## config.mk

```make
export PLATFORM = sky130hd
export DESIGN_NAME = alu_issue_stage
export DESIGN_NICKNAME = d
export VERILOG_FILES = /design/src/rtl/alu_issue_stage.sv
export SDC_FILE = /design/constraint.sdc
export NUM_CORES = 1
export LEC_CHECK = 0
export BUFFER_PORTS_ARGS = -buffer_cell sky130_fd_sc_hd__buf_2
export CAP_MARGIN = 25
export CELL_PAD_IN_SITES_DETAIL_PLACEMENT = 1
export CELL_PAD_IN_SITES_GLOBAL_PLACEMENT = 1
export CORE_MARGIN = 2
export CORE_UTILIZATION = 40
export CTS_CLUSTER_DIAMETER = 100
export DETAILED_ROUTE_END_ITERATION = 10
export MAX_ROUTING_LAYER = met4
export PLACE_DENSITY_LB_ADDON = 0.1
export SYNTH_ARGS = -nofsm -noshare
export SYNTH_HDL_FRONTEND = slang
export SYNTH_SLANG_ARGS = --single-unit
```

## constraint.sdc

```tcl
create_clock -name clk_in -period 6.2 [get_ports clk_in]
set_input_delay 1.55 -clock clk_in [delete_from_list [all_inputs] [get_ports clk_in]]
set_output_delay 1.55 -clock clk_in [all_outputs]
set_load 0.02 [all_outputs]
```

## src/rtl/alu_issue_stage.sv

```systemverilog
`default_nettype none
// ============================================================================
// Module   : alu_issue_stage
// Purpose  : ALU front end. Decodes RV64I fields into a 3-bit ALU opcode,
//            sign-extends immediates, selects operand 2 and issues the
//            bundle through a valid/ready port backed by a 2-entry skid
//            buffer (main register M, skid register S).
// Options  : ALU_ILLEGAL_DROP_EN - drop illegal bundles and count them in a
//            saturating counter instead of forwarding them.
// Revision : 1.0 - initial release
// ============================================================================
module alu_issue_stage #(
    parameter int XLEN          = 64,
    parameter int ILLEGAL_CNT_W = 8
) (
    input  logic                     clk_in,
    input  logic                     resetN_in,
    input  logic                     valid_in,
    output logic                     ready_out,
    input  logic [31:0]              instr_in,
    input  logic [XLEN-1:0]          rs1Data_in,
    input  logic [XLEN-1:0]          rs2Data_in,
    output logic                     valid_out,
    input  logic                     ready_in,
    output logic [XLEN-1:0]          operand1_out,
    output logic [XLEN-1:0]          operand2_out,
    output logic [2:0]               aluOpcode_out,
    output logic                     isBranch_out,
    output logic                     branchNe_out,
    output logic                     illegal_out,
    output logic [ILLEGAL_CNT_W-1:0] illegalCount_out
);

    localparam logic [2:0] c_OP_SUB = 3'b000;
    localparam logic [2:0] c_OP_AND = 3'b001;
    localparam logic [2:0] c_OP_OR  = 3'b011;
    localparam logic [2:0] c_OP_ADD = 3'b111;

    typedef struct packed {
        logic [XLEN-1:0] op1;
        logic [XLEN-1:0] op2;
        logic [2:0]      opc;
        logic            is_branch;
        logic            branch_ne;
        logic            illegal;
    } bundle_t;

    typedef enum logic [1:0] {
        S_EMPTY = 2'd0,
        S_ONE   = 2'd1,
        S_FULL  = 2'd2
    } state_t;

    logic [6:0]      w_opcode;
    logic [2:0]      w_funct3;
    logic [6:0]      w_funct7;
    logic [XLEN-1:0] w_imm_i;
    logic [XLEN-1:0] w_imm_s;
    bundle_t         w_dec;
    logic            w_accept;
    logic            w_push;
    logic            w_drain;
    logic            w_unused_bits;

    state_t          r_state;
    bundle_t         r_m;
    bundle_t         r_s;
    logic            r_valid;
    logic            r_ready;

    assign w_opcode = instr_in[6:0];
    assign w_funct3 = instr_in[14:12];
    assign w_funct7 = instr_in[31:25];
    assign w_imm_i  = {{(XLEN-12){instr_in[31]}}, instr_in[31:20]};
    assign w_imm_s  = {{(XLEN-12){instr_in[31]}}, instr_in[31:25], instr_in[11:7]};

    // Register-index fields are resolved upstream; only the decode fields matter here.
    assign w_unused_bits = ^instr_in[19:15];

    // Combinational instruction decode; anything unsupported falls back to ADD rs1,rs2 flagged illegal.
    always_comb begin
        w_dec           = '0;
        w_dec.op1       = rs1Data_in;
        w_dec.op2       = rs2Data_in;
        w_dec.opc       = c_OP_ADD;
        w_dec.is_branch = 1'b0;
        w_dec.branch_ne = 1'b0;
        w_dec.illegal   = 1'b0;
        case (w_opcode)
            7'b0110011: begin
                if (w_funct3 == 3'b000 && w_funct7 == 7'b0000000) begin
                    w_dec.opc = c_OP_ADD;
                end else if (w_funct3 == 3'b000 && w_funct7 == 7'b0100000) begin
                    w_dec.opc = c_OP_SUB;
                end else if (w_funct3 == 3'b111 && w_funct7 == 7'b0000000) begin
                    w_dec.opc = c_OP_AND;
                end else if (w_funct3 == 3'b110 && w_funct7 == 7'b0000000) begin
                    w_dec.opc = c_OP_OR;
                end else begin
                    w_dec.illegal = 1'b1;
                end
            end
            7'b0010011: begin
                case (w_funct3)
                    3'b000: begin w_dec.opc = c_OP_ADD; w_dec.op2 = w_imm_i; end
                    3'b111: begin w_dec.opc = c_OP_AND; w_dec.op2 = w_imm_i; end
                    3'b110: begin w_dec.opc = c_OP_OR;  w_dec.op2 = w_imm_i; end
                    default: w_dec.illegal = 1'b1;
                endcase
            end
            7'b0000011: w_dec.op2 = w_imm_i;
            7'b0100011: w_dec.op2 = w_imm_s;
            7'b1100011: begin
                if (w_funct3 == 3'b000 || w_funct3 == 3'b001) begin
                    w_dec.opc       = c_OP_SUB;
                    w_dec.is_branch = 1'b1;
                    w_dec.branch_ne = w_funct3[0];
                end else begin
                    w_dec.illegal = 1'b1;
                end
            end
            default: w_dec.illegal = 1'b1;
        endcase
    end

    assign w_accept = valid_in & r_ready;
    assign w_drain  = r_valid & ready_in;

`ifdef ALU_ILLEGAL_DROP_EN
    logic [ILLEGAL_CNT_W-1:0] r_ill_cnt;

    assign w_push = w_accept & ~w_dec.illegal;

    // Count accepted-but-dropped illegal bundles, holding at all-ones.
    always_ff @(posedge clk_in or negedge resetN_in) begin
        if (!resetN_in) begin
            r_ill_cnt <= '0;
        end else if (w_accept && w_dec.illegal && (r_ill_cnt != {ILLEGAL_CNT_W{1'b1}})) begin
            r_ill_cnt <= r_ill_cnt + 1'b1;
        end
    end

    assign illegalCount_out = r_ill_cnt;
    assign illegal_out      = 1'b0;
`else
    assign w_push           = w_accept;
    assign illegalCount_out = '0;
    assign illegal_out      = r_m.illegal;
`endif

    // Skid-buffer control: M feeds the ALU, S absorbs the one bundle accepted while M stalls.
    always_ff @(posedge clk_in or negedge resetN_in) begin
        if (!resetN_in) begin
            r_state <= S_EMPTY;
            r_m     <= '0;
            r_s     <= '0;
            r_valid <= 1'b0;
            r_ready <= 1'b1;
        end else begin
            case (r_state)
                S_EMPTY: begin
                    if (w_push) begin
                        r_m     <= w_dec;
                        r_valid <= 1'b1;
                        r_state <= S_ONE;
                    end
                end
                S_ONE: begin
                    if (w_push && w_drain) begin
                        r_m <= w_dec;
                    end else if (w_push) begin
                        r_s     <= w_dec;
                        r_ready <= 1'b0;
                        r_state <= S_FULL;
                    end else if (w_drain) begin
                        r_valid <= 1'b0;
                        r_state <= S_EMPTY;
                    end
                end
                S_FULL: begin
                    if (w_drain) begin
                        r_m     <= r_s;
                        r_ready <= 1'b1;
                        r_state <= S_ONE;
                    end
                end
                default: begin
                    r_state <= S_EMPTY;
                    r_valid <= 1'b0;
                    r_ready <= 1'b1;
                end
            endcase
        end
    end

    assign ready_out     = r_ready;
    assign valid_out     = r_valid;
    assign operand1_out  = r_m.op1;
    assign operand2_out  = r_m.op2;
    assign aluOpcode_out = r_m.opc;
    assign isBranch_out  = r_m.is_branch;
    assign branchNe_out  = r_m.branch_ne;

endmodule
`default_nettype wire

```

==> flow_summary.ini <==
[logic_synthesis]
yosysMostFrequentCell = dfrtp_1
ys_ff_latch = 272
async_reset_ff_share_pct = 100.0
postSynthAreaPerCell_sq_um = 10.15
netlist.area_leader.share_pct = 59.45
synth_area_sq_um = 11410
synth_edf_count = 0
synth-main-ff-cell = dfrtp_1
ys_top_cells_by_count = dfrtp_1, nand2_1, nor2_1, o21ai_1, a31oi_1
synthCells = 1124
synth_cell_types = 46
yosysTopAreaCell = dfrtp_1
synth_area_leaders = dfrtp_1, nand2_1, mux2_2
yosys_warnings = 0
ys_seq_area_share_pct = 59.68

[sta]
rsz0062_at_grt = false
min_period_ns = 3.516
setup_viol = 0
tightest_slew_ns = 1.004
tns_ns = 0
maxSlewHeadroom_pct = 32.69
maxSlewViolCount = 0
fmax_mhz = 284.4
skew_ns = 0.01271
min_period_over_period_pct = 56.70
hold_viol_final = 0

[global_routing]
grt_pass1_vias = 9621
grt_first_pass_wirelength_microns = 52610
gr-total-overflow = 0
antenna_found_initial = 13
grt_use_total_pct = 22.15
grt_max_degree = 131

[clocking]
numCtsBuffers = 30
cts_tree = done
cts_buffer_depth = 3
cts.repair.resized = 0
clk_pin_slew_worst_paths_ns = 0.06
h-tree-depth = 1
hold_buffers = 0
insertion_delay_ns = 0.55
clock-sinks = 272
root_buffer = clkbuf_16
postCtsSetupRepairBufs = 0

[setup_path]
critical_path.startpoint_type = primary input
critPathMaxStageDelay_ns = 0.51
worstSetupEndpointType = register
required_ns = 6.62
slowest_stage = or3_1
crit_arrival_ns = 3.93
crit_fanout = 31
criticalPathCategory = primary input to register
path_cells = buf_2, or3_1, a2111oi_4, buf_4, nand2b_2, nand3_2, buf_4, o21ai_0
crit_top_cell = buf_4

[floorplan]
die_w_microns = 172.9
ios = 308
die-area_sq_um = 29880
row_count = 61
core_sq_um = 27930
start_util_pct = 40.84
die_h_microns = 172.9

[pwr]
p_per_area_nw_per_um2 = 263.3
internal-power_mw = 2.926
irDropWorstVdd_mv = 0.1798
switching_share_pct = 21.54
total_leakage_power_nw = 7.286
clkPwrFrac_pct = 48.5
p_switching_uw = 803.4
pwr-share-seq_pct = 47.6
pwr-share-comb_pct = 3.9

[layout]
final_area_sq_um = 14160
nets = 1543
syn2layout_area_growth_pct = 24.16
fill_cells = 3274
drive_above_1_share_pct = 30.67

[drt]
via_per_inst = 5.118
drc = 0
num_vias = 9186
routed_wl_microns = 32160
detail_route.wl_per_cell_microns = 17.92
drtPass1Iterations = 4
drtIter0Drc = 455
ant_nets = 0

[flow_run]
maxCapViolations = 0

[place]
dpl_cell_area_sq_um = 13120
hpwl_microns = 20550
place_congestion = 0.7388
io_buffers = 294

[status]
status = finished, final reports clean

[worst_hold_path]
min-delay-path-class = register to register
-- layout by cell type (no fill, tap or decap), drive strengths merged, types with 4 or more instances in the layout --
master  instances
conb            8
or3            11
a22oi          53
mux2i          12
o21ai         144
nand3           5
nor2          128
buf           307
a31oi          66
o22ai           5
clkbuf         45
a21oi          20
nor3            4
nand2         218
mux2           64
clkinv          7
dfrtp         271
diode          15
-- path summary, 6_finish.rpt --
check,start,to,slack (ns),cells past startpoint
max,instr_in[13],r_s[51],2.68,8
min,branchNe_out,branchNe_out,0.48,2
max reg2reg,r_state[0],operand2_out[15],3.07,5
min reg2reg,branchNe_out,branchNe_out,0.48,2
max in group asynchronous,resetN_in,operand2_out[21],3.93,2
min in group asynchronous,resetN_in,operand1_out[20],1.04,1
-- critical path: cells and delay by family --
| kind | cells | cell delay, ns |
|---|---|---|
| simple gates | 3 | 0.99 |
| buf+inv | 3 | 0.91 |
| compound gates | 2 | 0.47 |
-- power groups by stage --
stage,Clock (mW),Combinational (mW),Sequential [mW]
final,1.81,0.146,1.78
after global routing,1.94,0.167,1.77
after CTS,1.86,0.150,1.78
after detailed placement,0,0.149,1.81
after global placement,0,0.146,1.81
after floorplan,0,0.0466,1.81
-- flip-flops by register name, summed over array words and instances, names as in the netlist --
name / flops
r_s: 134
operand1_out: 64
operand2_out: 64
aluOpcode_out: 3
r_state: 2
branchNe_out: 1
illegal_out: 1
isBranch_out: 1
ready_out: 1
valid_out: 1
-- metal layers --
| metal | wire (microns) | vias to the layer above | global-route usage (%) | share of wire, % |
|---|---|---|---|---|
| met5 | 0 | - | - | 0 |
| met4 | 384 | 0 | 3.566 | 1.2 |
| met3 | 2291 | 41 | 6.354 | 7.1 |
| met2 | 15280 | 224 | 34.87 | 48 |
| met1 | 14200 | 4503 | 29.09 | 44 |
| li1 | - | 4418 | - | - |
-- stage by stage --
step / setup WS [ns] / util (%) / power [mW] / instances / hold slack, ns
CTS: 2.614 / 50.57 / 3.785 / 1780 / 0.4801
finish: 2.684 / 50.70 / 3.729 / 1795 / 0.4765
global route: 2.447 / 50.69 / 3.883 / 1793 / 0.5104
floorplan: 2.781 / - / 1.855 / 1131 / 0.4434
detailed placement: 2.038 / 46.98 / 1.957 / 1725 / 0.4668
global placement: 2.064 / 46.98 / 1.953 / 1725 / 0.4552
-- cell type report --
class	count	area, sq um	share of cell area (%)
Multi-Input combinational cell	768	4250	30.01
Clock buffer	45	878.3	6.201
Antenna cell	15	37.54	0.2650
Sequential cell	272	6808	48.07
Tap cell	378	473.0	3.339
Clock inverter	10	125.1	0.8834
Timing Repair Buffer	307	1592	11.24
-- logic make-up (layout without fill, tap and decap cells) --
| kind of cell | count (synthesis) | after routing | synth area share (%) |
|---|---|---|---|
| AOI/OAI and AO/OA | 302 | 302 | 15.75 |
| DFF | 272 | 272 | 59.68 |
| buffers and inverters | 91 | 362 | 3.685 |
| and+or+nand+nor | 382 | 382 | 13.48 |
| muxes | 76 | 76 | 7.371 |
| other | 1 | 23 | 0.03287 |
Note: power is estimated with default switching activity, not from simulation.
